`src/rtl/fetch_seq.sv`:
```
// Fetch sequencer: walks the fetch PC in 8-byte blocks, keeps one block
// request outstanding at a time, and holds each returned block toward the
// instruction aligner until the aligner and backend take it. A redirect
// flushes the aligner and drops any response that belongs to the old path.
module fetch_seq #(
  parameter int                     VADDR_WIDTH = 32,
  parameter logic [VADDR_WIDTH-1:0] RESET_PC    = VADDR_WIDTH'(32'h8000_0000)
) (
  input  logic                   i_clk,
  input  logic                   i_rst,
  input  logic                   i_redirect,
  input  logic [VADDR_WIDTH-1:0] i_redirect_pc,
  input  logic                   i_fetch_ready,
  input  logic                   i_fetch_rsp_valid,
  input  logic [63:0]            i_fetch_rsp_data,
  input  logic                   i_align_stall,
  input  logic                   i_backend_stall,
  output logic                   o_fetch_req,
  output logic [VADDR_WIDTH-1:0] o_fetch_pc,
  output logic                   o_align_valid,
  output logic [VADDR_WIDTH-1:0] o_align_pc,
  output logic [63:0]            o_align_data,
  output logic [3:0]             o_align_hw_valid,
  output logic                   o_align_stall,
  output logic                   o_align_flush
);

  typedef enum logic [2:0] {
    S_IDLE,
    S_FETCH,
    S_WAIT,
    S_HOLD,
    S_DRAIN
  } state_t;

  state_t                 state;
  state_t                 state_nxt;
  logic [VADDR_WIDTH-1:0] pc;
  logic [1:0]             off;
  logic                   fetch_fire;
  logic                   handoff;
  logic [VADDR_WIDTH-1:0] block_pc;

  // The block address is the fetch PC with its byte-in-block bits cleared.
  assign block_pc      = {pc[VADDR_WIDTH-1:3], 3'b000};
  assign o_fetch_pc    = block_pc;
  assign o_fetch_req   = (state == S_FETCH) && !i_redirect;
  assign fetch_fire    = o_fetch_req && i_fetch_ready;
  assign o_align_valid = (state == S_HOLD);
  assign handoff       = (state == S_HOLD) && !i_align_stall && !i_backend_stall;
  assign o_align_stall = i_backend_stall;

  // State register.
  // NOTE: clocked state is written with <= so every flop samples the values
  // from before the edge; blocking = here would create ordering-dependent races.
  always_ff @(posedge i_clk or posedge i_rst) begin
    if (i_rst) state <= S_IDLE;
    else       state <= state_nxt;
  end

  // Next-state logic; a redirect overrides the normal flow in every state.
  // NOTE: state_nxt gets a default before the case so no path leaves it
  // unassigned, which would otherwise infer a latch.
  always_comb begin
    state_nxt = state;
    case (state)
      S_IDLE:  state_nxt = S_FETCH;
      S_FETCH: if (fetch_fire)        state_nxt = S_WAIT;
      S_WAIT:  if (i_fetch_rsp_valid) state_nxt = S_HOLD;
      S_HOLD:  if (handoff)           state_nxt = S_FETCH;
      S_DRAIN: if (i_fetch_rsp_valid) state_nxt = S_FETCH;
      default: state_nxt = S_IDLE;
    endcase
    if (i_redirect) begin
      case (state)
        // A response in the redirect cycle is the stale one; nothing is left
        // outstanding, so fetching can restart immediately.
        S_WAIT:  state_nxt = i_fetch_rsp_valid ? S_FETCH : S_DRAIN;
        S_DRAIN: state_nxt = S_DRAIN;
        default: state_nxt = S_FETCH;
      endcase
    end
  end

  // Fetch PC, block offset, held aligner block and the flush pulse.
  // NOTE: the held block and its PC are reset too, so the aligner never sees
  // X on its inputs even though o_align_valid qualifies them.
  always_ff @(posedge i_clk or posedge i_rst) begin
    if (i_rst) begin
      pc               <= RESET_PC;
      off              <= 2'd0;
      o_align_data     <= 64'd0;
      o_align_hw_valid <= 4'd0;
      o_align_pc       <= '0;
      o_align_flush    <= 1'b0;
    end else begin
      o_align_flush <= i_redirect;
      if (i_redirect) begin
        // Halfword-aligned target: bit 0 of the redirect address is dropped.
        pc <= i_redirect_pc & ~VADDR_WIDTH'(1);
      end else begin
        if (fetch_fire) off <= pc[2:1];
        if ((state == S_WAIT) && i_fetch_rsp_valid) begin
          o_align_data     <= i_fetch_rsp_data;
          o_align_hw_valid <= 4'b1111 << off;
          o_align_pc       <= pc;
        end
        if (handoff) begin
          pc  <= block_pc + VADDR_WIDTH'(8);
          off <= 2'd0;
        end
      end
    end
  end

endmodule

```
`config.mk`:
```
export PLATFORM = sky130hd
export DESIGN_NAME = fetch_seq
export DESIGN_NICKNAME = d
export VERILOG_FILES = /design/src/rtl/fetch_seq.sv
export SDC_FILE = /design/constraint.sdc
export NUM_CORES = 1
export LEC_CHECK = 0
export ABC_AREA = 1
export CAP_MARGIN = 5
export CORE_MARGIN = 2
export CORE_UTILIZATION = 45
export DETAILED_ROUTE_END_ITERATION = 16
export GPL_TIMING_DRIVEN = 0
export HOLD_SLACK_MARGIN = 0.12
export PLACE_DENSITY_LB_ADDON = 0.08
export SLEW_MARGIN = 20
export SYNTH_ARGS = -nofsm -noshare
export SYNTH_HDL_FRONTEND = slang
export SYNTH_SLANG_ARGS = --single-unit
```
`constraint.sdc`:
```
create_clock -name i_clk -period 6.9 [get_ports i_clk]
set_input_delay 1.725 -clock i_clk [delete_from_list [all_inputs] [get_ports i_clk]]
set_output_delay 1.725 -clock i_clk [all_outputs]
set_load 0.005 [all_outputs]
```
=== Yosys cells after proc, flatten, opt, wreduce, memory -nomap -nowiden ===
Cells that the tools add are included.

* Register bits after elaboration: 138
* Input port bits: 103
* Word-level logic and storage cells: 44

* $add $sub $neg: 1
* Equal/unequal tests: 8
* Shifts and indexed selects: 1
* Multiplexer cells: 12
* Bitwise logic cells: 1
* Reductions and logical operators: 14

{| class="wikitable"
|+ Operators by type and width
! operator !! count
|-
| 32-bit two-way mux || 2
|-
| 32-bit by 4-bit adder with 32-bit output, second input constant || 1
|-
| 3-bit two-way mux || 6
|-
| 3-bit case mux with 5 select lines || 1
|-
| 3-bit != test, second input constant || 3
|-
| 3-bit by 2-bit == test with 1-bit output, second input constant || 2
|-
| 3-bit case mux with 2 select lines || 1
|-
| 1-bit logical AND || 5
|-
| 2-bit two-way mux || 2
|-
| 2-bit AND reduction || 2
|-
| 4-bit AND reduction || 1
|-
| 2-bit nonzero test || 2
|-
| 4-bit by 2-bit left shift with 4-bit output, first input constant || 1
|-
| 3-bit by 1-bit == test with 1-bit output, second input constant || 1
|-
| 3-bit == test, second input constant || 1
|-
| 1-bit logical NOT || 3
|-
| 3-bit logical NOT || 1
|-
| 3-bit by 2-bit != test with 1-bit output, second input constant || 1
|-
| 1-bit NOT || 1
|}

=== Depth between registers and ports, before layout ===
Gate-level depths: netlist of the first run.

* Depth in word-level cells: 6
* Mapped depth: 9
* Mapped depth without buffers: 9

=== Worst setup path after synthesis of the first run ===
OpenSTA, ideal clock, no wires.

* Path kind: input-to-output
* From: input port i_redirect
* To: output port o_fetch_req
* Arrival: 2.102 ns
* Data required time: 5.175 ns
* Path slack: 3.073 ns
* Cell stages on the path: 2
* Cell sequence: buf_4 -> nor2_1

* Word-level cells in the longest chain between the ends: 2

{| class="wikitable"
|+ Ends and longest elaborated chain
! element !! RTL line !! source
|-
| from (decl) || 11 || <nowiki>input logic i_redirect,</nowiki>
|-
| 1-bit logical NOT || 47 || <nowiki>assign o_fetch_req = (state == S_FETCH) && !i_redirect;</nowiki>
|-
| 1-bit logical AND || 47 ||
|-
| to (decl) || 18 || <nowiki>output logic o_fetch_req,</nowiki>
|}

Every way passes these cells.

=== Final worst setup path of the first run ===
Ends and elaborated chain as after synthesis.

==> results.rst, run 1 <==
.. list-table::
   :header-rows: 1

   * - Metric
     - Value
   * - Outcome
     - complete, no violations
   * - Post-detail-place hpwl
     - 13.55 mm
   * - Most common cell after layout, fill and taps aside
     - nand2_1
   * - Clock tree from TritonCTS
     - built
   * - Total power consumption of the routed design
     - 3.367 mW
   * - Die Area
     - 15,370 um^2
   * - Clock period minus final worst setup slack
     - 4905 ps
   * - Clock sink count
     - 136
   * - Total wirelength of the detailed-routed design
     - between 15 and 20 mm
   * - Top library cells by usage in the layout, fill and taps aside
     - 378 x nand2_1, 233 x clkdlybuf4s50_1, 135 x dfrtp_1
   * - Mean number of vias per cell
     - a little under 5
   * - Maximum number of pins on one net before global-route repair
     - around 100
   * - Cell area power density
     - 345.6 nW/um^2
   * - Final hold violations
     - 0
   * - Area of combinational cells with multiple inputs
     - 2409 um^2
   * - Buffer depth of the longest clock path
     - 2
   * - Crit Path Max Fanout
     - 9
   * - Post-synthesis async set-or-reset flop share
     - 100.0%
   * - Worst slew margin
     - 66.21%
   * - Fin Clk Skew
     - 7.274 ps
   * - Inserted Clock Buffers
     - 17
   * - Required time worst endpoint
     - 5180 ps
   * - Die width
     - between 100 and 150 um
   * - Number of antenna violations at the first check in global routing
     - 0
   * - Skew-Pair Late Insertion Delay
     - 420 ps
   * - Final Cycle Share
     - a little under three quarters
   * - Overall via count from detail_route
     - 6,113
   * - Final nets
     - 1,183
   * - Final estimated routing congestion in global placement
     - roughly 0.88
   * - CTS Hold Bufs
     - 0
   * - Cell area after technology mapping
     - 6479 um^2
   * - Arrival time of the worst setup path
     - roughly 3200 ps
   * - Nature of the critical path endpoint
     - output pin
   * - DRC violation count after routing
     - 0
   * - First-pass iteration count of the detailed router
     - 5
   * - Max Cap Violations
     - 0
   * - Depth of the CTS H-tree
     - 4
   * - Max rail drop VDD
     - 0.0001916 V
   * - Count of endpoints failing setup in the final report
     - 0
   * - Count of flip-flops with a built-in enable after synthesis
     - 0
   * - Area occupied by registers
     - 3405 um^2
   * - Sequential-to-total area share from yosys stat
     - 52.55%
   * - I/O pin cnt
     - 239
   * - Number of filler cells placed in the layout
     - 1,169
   * - Static leakage
     - 4.728 nW
   * - Clock root cell
     - clkbuf_16
   * - Number of core rows
     - 43
   * - Final critical-path setup slack
     - 1995 ps
   * - Area growth, synth to finish
     - 50.39%
   * - Vias in the first global route
     - 5,692
   * - Unrepaired setup endpoints after global routing
     - no
   * - Setup slack after placement
     - 1986 ps
   * - Tightest Pin Transition
     - 506.9 ps
   * - Die outline height
     - 124.0 um
   * - Yosys warning count
     - 0
   * - DRC marker count from the first detailed-route iteration
     - 365
   * - Maximum clock frequency
     - 203.9 MHz
   * - Class of the most critical setup path
     - input port to output pin
   * - Setup Fix Bufs, Post-CTS
     - 0
   * - Initial standard-cell utilization of the core
     - 46.31%
   * - Post-synthesis cell count
     - 823
   * - Fin. max-slew vios
     - 0
   * - Tightest Hold Check Type
     - register to register
   * - Non-filler instance count after layout
     - 1,272
   * - First-pass GRT wire length
     - 28.42 mm
   * - Remaining Overflow, GRT
     - 0
   * - Fraction of final layout cells with drive strength greater than 1
     - 10.71%
   * - Clock slew at the register clock pins of the worst setup and hold paths
     - 50 ps
   * - Final sum of negative setup slack
     - 0 ps
   * - Kind of launch point of the worst setup path
     - input port
   * - Standard cell core area
     - ~14,000 um^2
   * - Count of instances resized after the clock tree is built
     - 0
   * - Syn_area_per_cell
     - 7.872 um^2
   * - Antenna violation net count after detailed routing
     - 0
   * - Antenna diode count
     - 0
   * - GRT Total Usage
     - 24.28%
   * - Number of distinct library cells after synthesis
     - 34
   * - Flip-flop and latch count after synthesis
     - 136
   * - # placed instances
     - 1,240
   * - Main flop type after synthesis
     - dfrtp_1
   * - Post-DR wirelength/cell
     - 14.53 um
   * - Number of port buffers
     - 233
## synthesized netlist by cell type, types with 3 or more instances
library cell / number / area share, %
o21ai_0: 42 / 3.2
buf_6: 4 / 0.70
buf_4: 39 / 4.5
inv_2: 4 / 0.23
o211ai_1: 6 / 0.70
nor2_1: 33 / 1.9
nand2_4: 3 / 0.52
o21ai_1: 15 / 1.2
nand2_1: 378 / 22
buf_2: 17 / 1.3
inv_1: 59 / 3.4
dfrtp_1: 135 / 52
nor2_4: 3 / 0.52
nand3_1: 55 / 4.2
nor2_2: 5 / 0.48
## report_power, final
part | total (mW) | leakage (nW) | switching [mW] | internal, mW
combinational | 1.12 | 2.70 | 0.435 | 0.681
sequential | 1.25 | 1.72 | 0.174 | 1.07
clock | 1.01 | 0.313 | 0.352 | 0.654
## sequential cells by signal, summed over array words and instances (netlist names)
register          cells
o_align_hw_valid      4
o_align_flush         1
off                   2
o_align_pc           31
pc                   31
o_align_data         64
state                 3
## cell type report
cell class              instances  share of cell area [%]
flip-flops and latches        136                   34.94
multi-input cells             563                   24.72
clock buffers                  18                   4.508
inverters                      64                   2.568
clock inverters                14                   2.273
plain buffers                  63                   4.456
well taps                     180                   2.312
repair buffers                234                   24.22
## per-layer routing
metal | wire length, um | track usage, % | part of all wire, % | vias up
li1 | - | - | - | 3047
met1 | 7955 | 32.42 | 43 | 2829
met2 | 8639 | 39.15 | 47 | 216
met3 | 1641 | 6.273 | 8.9 | 21
met4 | 244 | 7.303 | 1.3 | 0
met5 | 0 | 0 | 0 | -
## through the flow
step | cell area, um^2 | hold slack (ps) | util (%)
2_1_floorplan | 6490 | 445.7 | -
3_3_place_gp | 9047 | 451.7 | 64.68
3_5_place_dp | 9082 | 464.3 | 64.93
4_1_cts | 9743 | 479.3 | 69.65
5_1_grt | 9743 | 491.9 | 69.65
6_report | 9743 | 475.0 | 69.65
## kinds of logic (layout without fill, tap and decap cells)
| family | Yosys count | after routing | share of synthesized area (%) |
|---|---|---|---|
| and+or+nand+nor | 487 | 487 | 30.82 |
| adders and majority gates | 1 | 1 | 0.1931 |
| buffers and inverters | 127 | 393 | 10.45 |
| xor gates and xnor gates | 2 | 2 | 0.2704 |
| AOI/OAI and AO/OA | 69 | 69 | 5.659 |
| other | 1 | 4 | 0.05788 |
| DFF | 136 | 136 | 52.55 |
## worst paths after layout
check	slack [ps]	to	depth (start not counted)	startpoint
setup reg to reg	5040	pc[15]$_DFFE_PP0P_	8	pc[3]$_DFFE_PP0P_
setup / recovery	1990	o_fetch_req	4	i_redirect
max in group asynchronous	4460	pc[13]$_DFFE_PP0P_	3	i_rst
hold / removal	480	o_align_pc[4]$_DFFE_PP0P_	2	o_align_pc[4]$_DFFE_PP0P_
min in group asynchronous	1680	o_align_data[19]$_DFFE_PP0P_	2	i_rst
hold reg to reg	480	o_align_pc[4]$_DFFE_PP0P_	2	o_align_pc[4]$_DFFE_PP0P_
## critical path, stage by stage
cell and delay [ps]:
clkdlybuf4s50_1 430, buf_4 210, nor2_1 240, clkdlybuf4s50_1 580
(Power assumes the default switching activity.)
==> run 2: changes to the inputs <==
- CORE_UTILIZATION: 45 -> 41
- clock period: 6.9 -> 4.35 ns (I/O delays scaled with it)
==> results.rst, run 2 (same netlist as run 1, synthesis figures left out) <==
.. list-table::
   :header-rows: 1

   * - Metric
     - Value
   * - Class of the most critical setup path
     - input port to output pin
   * - # placed instances
     - 1,275
   * - Total power consumption of the routed design
     - 5.251 mW
   * - Area occupied by registers
     - 3405 um^2
   * - Most common cell after layout, fill and taps aside
     - nand2_1
   * - Fin. max-slew vios
     - 0
   * - Depth of the CTS H-tree
     - 4
   * - Maximum number of pins on one net before global-route repair
     - 33
   * - Start point of the critical path
     - i_redirect
   * - Count of instances resized after the clock tree is built
     - 0
   * - Final estimated routing congestion in global placement
     - 0.8677
   * - Area of combinational cells with multiple inputs
     - 2409 um^2
   * - Relative contribution of combinational cells to total power
     - roughly a third
   * - Total wirelength of the detailed-routed design
     - 18.75 mm
   * - Global-route track usage on met2
     - 35.42%
   * - Cell area power density
     - 534.7 nW/um^2
   * - Post-detail-place hpwl
     - 14.09 mm
   * - Relative contribution of sequential cells to total power
     - a little under two fifths
   * - Fraction of final layout cells with drive strength greater than 1
     - ~11%
   * - Area growth, synth to finish
     - 51.60%
   * - Clock network fraction of design power
     - 28.6%
   * - Top Registers
     - o_align_data: 64 flops, o_align_pc: 31 flops, pc: 31 flops
   * - Unrepaired setup endpoints after global routing
     - no
   * - Initial standard-cell utilization of the core
     - 42.30%
   * - Final hold violations
     - 0
   * - Required time worst endpoint
     - 3260 ps
   * - DRC marker count from the first detailed-route iteration
     - 336
   * - Final nets
     - 1,187
   * - Final sum of negative setup slack
     - 0 ps
   * - Static leakage
     - approximately 4.8 nW
   * - Buffer depth of the longest clock path
     - 2
   * - Post-DR wirelength/cell
     - 14.34 um
   * - Number of antenna violations at the first check in global routing
     - 0
   * - Count of endpoints failing setup in the final report
     - 0
   * - Number of port buffers
     - 233
   * - Register containing the most flip-flops in the final layout
     - o_align_data
   * - I/O pin cnt
     - 239
   * - Maximum clock frequency
     - 275.1 MHz
   * - Worst flop-to-flop path endpoint
     - pc[25]$_DFFE_PP0P_
   * - M1 GR Usage
     - a little over 30%
   * - R2R Setup Slk
     - 2510 ps
   * - Flip-flop count of the largest register after layout
     - 64
   * - Standard cell core area
     - 15,310 um^2
   * - Overall via count from detail_route
     - 6,053
   * - Met3 track demand over resource
     - under 10%
   * - Die width
     - around 130 um
   * - Clock root cell
     - clkbuf_16
   * - Worst slew margin
     - 63.81%
   * - DRC violation count after routing
     - 0
   * - Inserted Clock Buffers
     - 17
   * - Vias in the first global route
     - 5,615
   * - Crit Path Max Fanout
     - 9
   * - Number of cells traversed by the worst register-to-register path
     - 8
   * - First-pass iteration count of the detailed router
     - 5
   * - Top Usage Layer GRT
     - met2
   * - Die Area
     - 16,820 um^2
   * - Number of cells on the worst hold path
     - 1
   * - Post-route worst hold slack
     - 475.2 ps
   * - Antenna diode count
     - 0
   * - Max rail drop VDD
     - 0.0003061 V
   * - Clock tree from TritonCTS
     - built
   * - Nature of the critical path endpoint
     - output pin
   * - Die outline height
     - 129.7 um
   * - Internal Pwr Total
     - 3.748 mW
   * - Reg-to-Reg Start
     - pc[4]$_DFFE_PP0P_
   * - Tightest Pin Transition
     - 542.9 ps
   * - Tightest Hold Check Type
     - register to register
   * - Setup Fix Bufs, Post-CTS
     - 0
   * - Number of core rows
     - 45
   * - Top library cells by usage in the layout, fill and taps aside
     - 378 x nand2_1, 233 x clkdlybuf4s50_1, 135 x dfrtp_1
   * - Clock slew at the register clock pins of the worst setup and hold paths
     - approximately 60 ps
   * - Max Cap Violations
     - 0
   * - Sw Ratio
     - roughly 29%
   * - Worst-case hold path end point
     - o_align_hw_valid[3]$_DFFE_PP0P_
   * - Remaining Overflow, GRT
     - 0
   * - GRT Total Usage
     - about 22%
   * - Arrival time of the worst setup path
     - 2550 ps
   * - Kind of launch point of the worst setup path
     - input port
   * - Clock sink count
     - 136
   * - Clock period minus final worst setup slack
     - 3636 ps
   * - Mean number of vias per cell
     - approximately 4.6
   * - Final Cycle Share
     - 83.58%
   * - Fin Clk Skew
     - 6.767 ps
   * - First-pass GRT wire length
     - 29.08 mm
   * - Outcome
     - complete, no violations
   * - Hold Path Origin
     - o_align_hw_valid[3]$_DFFE_PP0P_
   * - CTS Hold Bufs
     - 0
   * - Switching power total
     - 1.504 mW
   * - Non-filler instance count after layout
     - approximately 1,300
   * - Number of filler cells placed in the layout
     - 1,340
   * - Skew-Pair Late Insertion Delay
     - 420 ps
   * - Antenna violation net count after detailed routing
     - 0
run 2: cell count changes in the layout (fill, tap and decap cells not counted), moves of 2 or more:
cell | before | now
clkbuf_8 | 1 | 4
buf_12 | 0 | 4
bufinv_16 | 5 | 3
clkinv_2 | 1 | 4
run 2: power by group through the flow:
| stage | Combinational (mW) | Sequential, mW | Clock (mW) |
|---|---|---|---|
| finish | 1.78 | 1.97 | 1.50 |
| global route | 1.96 | 2.02 | 1.59 |
| CTS | 1.81 | 1.97 | 1.54 |
| detailed placement | 1.79 | 1.99 | 0 |
| global placement | 1.76 | 1.98 | 0 |
| floorplan | 0.628 | 1.99 | 0 |
run 2: per-stage QoR:
step | setup WS [ps] | utilization [%] | cell area (um^2)
finish | 714.4 | 64.13 | 9822
global route | 668.9 | 64.13 | 9822
CTS | 716.5 | 64.13 | 9822
detailed placement | 715.4 | 60.06 | 9198
global placement | 257.5 | 59.35 | 9090
floorplan | 1570 | - | 6494
run 2: worst max-delay path, stage by stage:
cell             delay, ps
clkdlybuf4s50_1        420
buf_4                  200
nor2_1                 250
clkdlybuf4s50_1        590
run 2: worst max path at each step:
stage / to / cells after the start
6_report: o_fetch_req / 4
2_1_floorplan: o_align_data[0]$_DFFE_PP0P_ / 1
3_5_place_dp: o_fetch_req / 4
4_1_cts: o_fetch_req / 4
3_3_place_gp: o_align_pc[17]$_DFFE_PP0P_ / 2
5_1_grt: o_fetch_req / 4
run 2: cell type report:
cell class / count / share of cell area [%]
sequential: 136 / 34.66
timing repair buffer: 238 / 24.84
multi-input combinational: 563 / 24.52
clock buffer: 21 / 4.892
buffer: 63 / 4.420
tap: 211 / 2.688
inverter: 64 / 2.510
clock inverter: 11 / 1.465
run 2: layer usage:
metal / share of wire [%] / up-vias
li1: - / 3050
met1: 45 / 2768
met2: 46 / 216
met3: 7.1 / 19
met4: 1.3 / 0
met5: 0 / -
